--- src/rtl/clk_prescaler.sv ---
// clk_prescaler: free-running 2^N clock divider with a terminal-count strobe
module clk_prescaler #(
    parameter int N = 16
) (
    input  logic clk,
    input  logic reset,
    output logic out,
    output logic tick
);
    logic [N-1:0] r_count;
    // Free-running counter; cleared immediately on reset, wraps modulo 2^N
    always_ff @(posedge clk or posedge reset) begin
        if (reset) r_count <= '0;
        else       r_count <= r_count + N'(1);
    end
    assign out  = r_count[N-1];
    assign tick = &r_count;
endmodule

--- config.mk ---
export PLATFORM = sky130hd
export DESIGN_NAME = clk_prescaler
export DESIGN_NICKNAME = d
export VERILOG_FILES = /design/src/rtl/clk_prescaler.sv
export SDC_FILE = /design/constraint.sdc
export NUM_CORES = 1
export LEC_CHECK = 0
export ABC_AREA = 1
export CELL_PAD_IN_SITES_DETAIL_PLACEMENT = 2
export CELL_PAD_IN_SITES_GLOBAL_PLACEMENT = 2
export CORE_MARGIN = 5
export CORE_UTILIZATION = 35
export CTS_BUF_LIST = sky130_fd_sc_hd__clkbuf_16
export DETAILED_ROUTE_END_ITERATION = 6
export GPL_TIMING_DRIVEN = 0
export HOLD_SLACK_MARGIN = 0.1
export PLACE_DENSITY_LB_ADDON = 0.1
export SYNTH_ARGS = -nofsm -noshare
export SYNTH_HDL_FRONTEND = slang
export SYNTH_SLANG_ARGS = --single-unit
--- constraint.sdc ---
create_clock -name clk -period 1.9 [get_ports clk]
set_clock_uncertainty 0.2 [all_clocks]
set_input_delay 0.19 -clock clk [delete_from_list [all_inputs] [get_ports clk]]
set_output_delay 0.19 -clock clk [all_outputs]
set_load 0.01 [all_outputs]
Word level (Yosys, flattened, before mapping)
Index checks and enable logic that the tools add are counted.

word-level totals
  register bits = 16
  input port bits = 2
  output and inout port bits = 2
  logic and storage cells = 3

operators by class
  add/subtract/negate cells = 1
  reduce and logical (&&, ||, !) cells = 1

operators by type and width
  kind                   number
  $add 16x1->16 const B  1
  $reduce_and 16->1      1

Depth between registers and ports, before layout
Gate-level depths: netlist of the first run.

  depth after elaboration = 1
  mapped depth = 7
  mapped depth without buffers = 7

Least setup slack after synthesis of the first run
No wires, ideal clock.

  kind = flip-flop to output port
  start point = register r_count[0]
  end point = output port tick
  data arrival time = 1006 ps
  data required time = 1510 ps
  slack = 504 ps
  stages on the path, launching flop included = 6
  path buffers = 0
  cell sequence = dfrtp_1 ha_1 nand3_2 inv_2 nand3_1 nor3_2

on the way
  word-level cells in the longest chain between the ends = 1

RTL lines
  element                 line  source
  from (decl)             10    logic [N-1:0] r_count;
  from (signal assigned)  14    else r_count <= r_count + N'(1);
  $reduce_and 16->1       17    assign tick = &r_count;
  to (decl)               8     output logic tick

No other way between the ends.

Final worst setup path of the first run
Same ends and word-level chain as after synthesis.

==> results of run 1 <==
power by group through the flow:
| stage | sequential [W] | clock, W | combinational (W) |
|---|---|---|---|
| finish | 0.000341 | 0.000420 | 0.00000880 |
| global route | 0.000341 | 0.000454 | 0.0000108 |
| CTS | 0.000341 | 0.000436 | 0.00000954 |
| detailed placement | 0.000347 | 0 | 0.00000956 |
| global placement | 0.000347 | 0 | 0.00000934 |
| floorplan | 0.000347 | 0 | 0.00000514 |
per-stage QoR:
step                setup TNS [ps]  hold slack (ps)  setup WS [ps]  power (W)  area, µm²
floorplan                        0            -96.3            504   0.000352        811
global placement             -75.9              274          -75.9   0.000356        876
detailed placement           -90.9              279          -90.9   0.000357        876
CTS                              0              153           11.6   0.000787        976
global route                 -10.8              207          -10.8   0.000805        992
finish                           0              128            111   0.000770        992
metal layers:
layer / global-route usage, % / vias to the layer above / routed length (µm)
li1: - / 305 / -
met1: 14.0 / 316 / 852
met2: 20.2 / 2 / 904
met3: 2.90 / 0 / 35
met4: 5.96 / 0 / 0
met5: 0 / - / 0
critical path: cells and delay by family (launching register included):
family | cells | cell delay, ps
simple gates | 3 | 330
fa+ha+maj | 1 | 170
buf+inv | 2 | 250
flops | 1 | 410
timing repair:
action | in CTS | in global routing
setup buffers | 0 | 2
pin swaps | 1 | 2
setup endpoints to repair | 1 | 1
resized for setup | 6 | 3
layout by cell type (no fill, tap or decap):
cell type,instances
dfrtp_1,16
clkbuf_16,3
o21ai_1,3
xnor2_1,4
inv_1,8
buf_4,2
nor2_1,7
nand4_1,3
nand3_2,1
nor3_2,1
buf_2,1
nand2_4,1
xor2_1,3
nand3_1,3
inv_2,2
nand2_1,26
nor2_4,2
nand3_4,1
nor2_2,6
nand3b_1,1
ha_4,1
clkinv_1,1
clkdlybuf4s50_1,2
nand2_2,4
cell families after synthesis:
kind of cell | synth area share (%)
xor gates and xnor gates | 7.56
and+or+nand+nor | 35.0
adders and majority gates | 1.54
buffers and inverters | 4.63
AOI/OAI and AO/OA | 1.85
DFF | 49.4
how the worst max path moves through the flow:
stage | from | endpoint | slack [ps] | cells after the start
floorplan | r_count[0]$_DFF_PP0_ | tick | 500 | 5
global placement | r_count[0]$_DFF_PP0_ | tick | -80 | 6
detailed placement | r_count[0]$_DFF_PP0_ | tick | -90 | 6
CTS | r_count[1]$_DFF_PP0_ | tick | 10 | 6
global route | r_count[0]$_DFF_PP0_ | tick | -10 | 6
finish | r_count[0]$_DFF_PP0_ | tick | 110 | 6
layout make-up:
cell class                 instances  share of cell area [%]
inverter                          10                    3.78
tap                               28                    3.53
timing repair buffer               5                    4.04
clock inverter                     1                   0.378
multi-input combinational         67                    40.4
sequential                        16                    40.4
clock buffer                       3                    7.57
synth_stat cells, drive strengths merged:
| cell | instances | area, µm² |
|---|---|---|
| nand2 | 31 | 131 |
| nand4 | 3 | 18.8 |
| nor3 | 1 | 10.0 |
| xnor2 | 4 | 35.0 |
| dfrtp | 16 | 400 |
| nand3b | 1 | 7.51 |
| ha | 1 | 12.5 |
| nor2 | 15 | 86.3 |
| o21ai | 3 | 15.0 |
| xor2 | 3 | 26.3 |
| nand3 | 5 | 30.0 |
| inv | 10 | 37.5 |
==> results.sh, run 1 <==
export IMPL_register_area_um2=400
export IMPL_finalCriticalPeriod_ps=1790
export IMPL_syn_inst=93
export IMPL_antenna_cells=0
export IMPL_drv_cap=0
export IMPL_internal_power_w=0.000623
export IMPL_drt_first_pass_iters=2
export IMPL_power_density_mw_per_mm2=776
export IMPL_endpoint_kind="output port"
export IMPL_slowest_stage="dfrtp_1"
export IMPL_tightest_slew_ps=638
export IMPL_grt_start_max_net_pins=17
export IMPL_hold_viol=0
export IMPL_path_cells="ha_4, nand3_4, inv_2, nand3_2, nor3_2, buf_2"
export IMPL_worst_path_max_fanout=3
export IMPL_antenna_found_initial=0
export IMPL_cts_buffers=3
export IMPL_antenna_left=0
export IMPL_cts_sinks=16
export IMPL_power_switching_w=0.000148
export IMPL_path_class="flip-flop to output port"
export IMPL_ir_worst_vdd_mv=0.470
export IMPL_drtIter0Drc=7
export IMPL_fmax_ghz=0.559
export IMPL_cts_root_buffer="clkbuf_16"
export IMPL_grt_overflow=0
export IMPL_slew_headroom_pct=57.4
export IMPL_min_path_type="input port to async pin"
export IMPL_clkPwrFrac_pct=54.6
export IMPL_rrSetupSlack_ps=520
export IMPL_clk_latency_ps=250
export IMPL_slew_viol_final=0
export IMPL_regMostFlops="r_count"
export IMPL_largest_reg_flops=16
export IMPL_placed_cells=124
export IMPL_vias=623
export IMPL_r2r_end="r_count[13]$_DFF_PP0_"
export IMPL_core_mm2=0.00221
export IMPL_gp_congestion=0.675
export IMPL_fin_util_pct=44.9
export IMPL_hpwl_um=1320
export IMPL_die_height_um=58.1
export IMPL_yosysUniqueCellTypes=18
export IMPL_dieArea_mm2=0.00338
export IMPL_grt_pass1_wl_um=2990
export IMPL_rr_worst_depth=6
export IMPL_synth_nets=96
export IMPL_reg_largest_list="r_count: 16 flops"
export IMPL_cts_hold_buffers=0
export IMPL_io_pins=4
export IMPL_final_cell_count_no_fill=130
export IMPL_drive_above_1_share_pct=24.5
export IMPL_fin_crit_sh_pct=94.2
export IMPL_ys_warn_count=0
export IMPL_htreeDepth=1
export IMPL_combPwrFrac_pct=1.1
export IMPL_grt_pass1_vias=678
export IMPL_drc=0
export IMPL_clkTransAtPathRegs_ps=50
export IMPL_io_buffers=3
export IMPL_syn_area_um2=811
export IMPL_setup_viol=0
export IMPL_cp_arrival_ps=1400
export IMPL_max_stage_delay_ps=410
export IMPL_yosysSeqAreaShare_pct=49.4
export IMPL_die_x_um=58.1
export IMPL_wl_per_cell_um=13.8
export IMPL_p_leak_nw=0.443
export IMPL_nNetsFinal=106
export IMPL_r2r_start="r_count[0]$_DFF_PP0_"
export IMPL_power_frac_seq_pct=44.3
export IMPL_critPathLaunchType="flip-flop"
export IMPL_initial_core_util_pct=36.7
export IMPL_syn_area_per_cell_um2=8.72
export IMPL_avgViaCountPerCell=4.79
export IMPL_outcome="completed"
export IMPL_cts_tree="yes"
export IMPL_area_growth_synth_to_final_pct=22.4
export IMPL_routed_wl_um=1790
export IMPL_p_sw_share_pct=19.2
export IMPL_cts_buffer_depth=2
export IMPL_multiInputGateArea_um2=400
export IMPL_grtUsageTotal_pct=11.9
export IMPL_cp_data_required_time_ps=1510
export IMPL_n_fill_cell=251
export IMPL_rows=17
export IMPL_ys_ff_latch=16
(Power assumes the default switching activity.)
==> inputs of run 2 (changes only) <==
CORE_ASPECT_RATIO = 0.6   (was unset)
CORE_MARGIN = 1.5   (was 5)
==> results.sh, run 2 (synthesis results as in run 1) <==
export IMPL_core_mm2=0.00218
export IMPL_htreeDepth=1
export IMPL_grt_pass1_vias=682
export IMPL_reg_largest_list="r_count: 16 flops"
export IMPL_cts_buffers=3
export IMPL_worst_path_max_fanout=3
export IMPL_grtUsageMet1_pct=24.9
export IMPL_drc=0
export IMPL_clk_latency_ps=250
export IMPL_p_leak_nw=0.451
export IMPL_fin_crit_sh_pct=92.7
export IMPL_io_pins=4
export IMPL_hpwl_um=1520
export IMPL_path_class="flip-flop to output port"
export IMPL_endpoint_kind="output port"
export IMPL_area_growth_synth_to_final_pct=23.1
export IMPL_drtIter0Drc=6
export IMPL_wl_per_cell_um=15.9
export IMPL_path_cells="ha_4, nand3_2, inv_2, nand3_1, nor3_2, buf_2"
export IMPL_die_x_um=65.1
export IMPL_cts_sinks=16
export IMPL_slew_viol_final=0
export IMPL_dieArea_mm2=0.00262
export IMPL_grtUsageTotal_pct=20.1
export IMPL_grt_use_met3_pct=6.74
export IMPL_drive_above_1_share_pct=26.0
export IMPL_critPathLaunchType="flip-flop"
export IMPL_tightest_slew_ps=624
export IMPL_power_density_mw_per_mm2=772
export IMPL_fin_setup_tns_ps=0
export IMPL_slew_headroom_pct=58.4
export IMPL_vias=647
export IMPL_mostFrequentLayoutCells="nand2_1 (26), dfrtp_1 (15), inv_1 (8)"
export IMPL_die_height_um=40.3
export IMPL_initial_core_util_pct=37.2
export IMPL_antenna_cells=0
export IMPL_cts_root_buffer="clkbuf_16"
export IMPL_rsz0062_at_grt="no"
export IMPL_fmax_ghz=0.568
export IMPL_gr_max_usage_layer="met2"
export IMPL_regMostFlops="r_count"
export IMPL_placed_cells=126
export IMPL_met2_usage_pct=34.3
export IMPL_ir_worst_vdd_mv=0.364
export IMPL_p_total_w=0.000771
export IMPL_hold_ws_ps=114
export IMPL_grt_start_max_net_pins=17
export IMPL_final_common_cell="nand2_1"
export IMPL_antenna_found_initial=0
export IMPL_grt_overflow=0
export IMPL_max_stage_delay_ps=390
export IMPL_hold_viol=0
export IMPL_cts_tree="yes"
export IMPL_clkTransAtPathRegs_ps=50
export IMPL_final_cell_count_no_fill=134
export IMPL_avgViaCountPerCell=4.83
export IMPL_rows=13
export IMPL_nNetsFinal=108
export IMPL_outcome="completed"
export IMPL_gp_congestion=0.717
export IMPL_io_buffers=3
export IMPL_grt_pass1_wl_um=3530
export IMPL_finalCriticalPeriod_ps=1760
export IMPL_cp_data_required_time_ps=1510
export IMPL_drt_first_pass_iters=2
export IMPL_drv_cap=0
export IMPL_slowest_stage="dfrtp_1"
export IMPL_antenna_left=0
export IMPL_cts_buffer_depth=2
export IMPL_min_path_type="input port to async pin"
export IMPL_cp_arrival_ps=1370
export IMPL_largest_reg_flops=16
export IMPL_routed_wl_um=2130
export IMPL_setup_viol=0
## run 2: area by class of cell
class | instances | area [µm²]
Sequential cell | 16 | 402
Inverter | 10 | 37.5
Timing Repair Buffer | 7 | 55.1
Multi-Input combinational cell | 67 | 388
Clock buffer | 3 | 75.1
Fill cell | 256 | 1180
Clock inverter | 1 | 3.75
Tap cell | 30 | 37.5
## run 2: critical path: cells and delay by family, from the launching register on
kind	cells	cell delay (ps)
DFF	1	390
and+or+nand+nor	3	350
buffers and inverters	2	220
adders and majority gates	1	160
## run 2: path summary, 6_finish.rpt
kind	start	endpoint	slack (ps)	cells after the start
max	r_count[0]$_DFF_PP0_	tick	140	6
min	reset	r_count[0]$_DFF_PP0_	110	2
max reg2reg	r_count[0]$_DFF_PP0_	r_count[13]$_DFF_PP0_	420	7
min reg2reg	r_count[6]$_DFF_PP0_	r_count[6]$_DFF_PP0_	320	1
max in group asynchronous	reset	r_count[9]$_DFF_PP0_	950	2
min in group clk	r_count[6]$_DFF_PP0_	r_count[6]$_DFF_PP0_	320	1
## run 2: per-layer routing
metal | share of wire, % | up-vias
met4 | 1.5 | 0
met3 | 2.9 | 4
met1 | 48 | 325
li1 | - | 313
met5 | 0 | -
met2 | 47 | 5
## run 2: timing repair
item / in CTS / in global routing
gates resized for setup: 5 / 3
hold buffers: 0 / 0
buffers inserted: 3 / 1
gates cloned: 0 / 0
endpoints found under the setup margin: 1 / 1
## run 2: through the flow
| stage | utilization (%) | setup WS [ps] | instance area [µm²] |
|---|---|---|---|
| 6_report | 45.8 | 139 | 998 |
| 5_1_grt | 45.8 | 22.1 | 998 |
| 4_1_cts | 45.6 | 9.60 | 993 |
| 3_5_place_dp | 40.3 | -97.9 | 878 |
| 3_3_place_gp | 40.3 | -66.5 | 878 |
| 2_1_floorplan | - | 504 | 811 |
## run 2: power by group
group	switching [W]	internal (W)
clock	0.000141	0.000280
combinational	0.00000674	0.00000190
sequential	0	0.000341
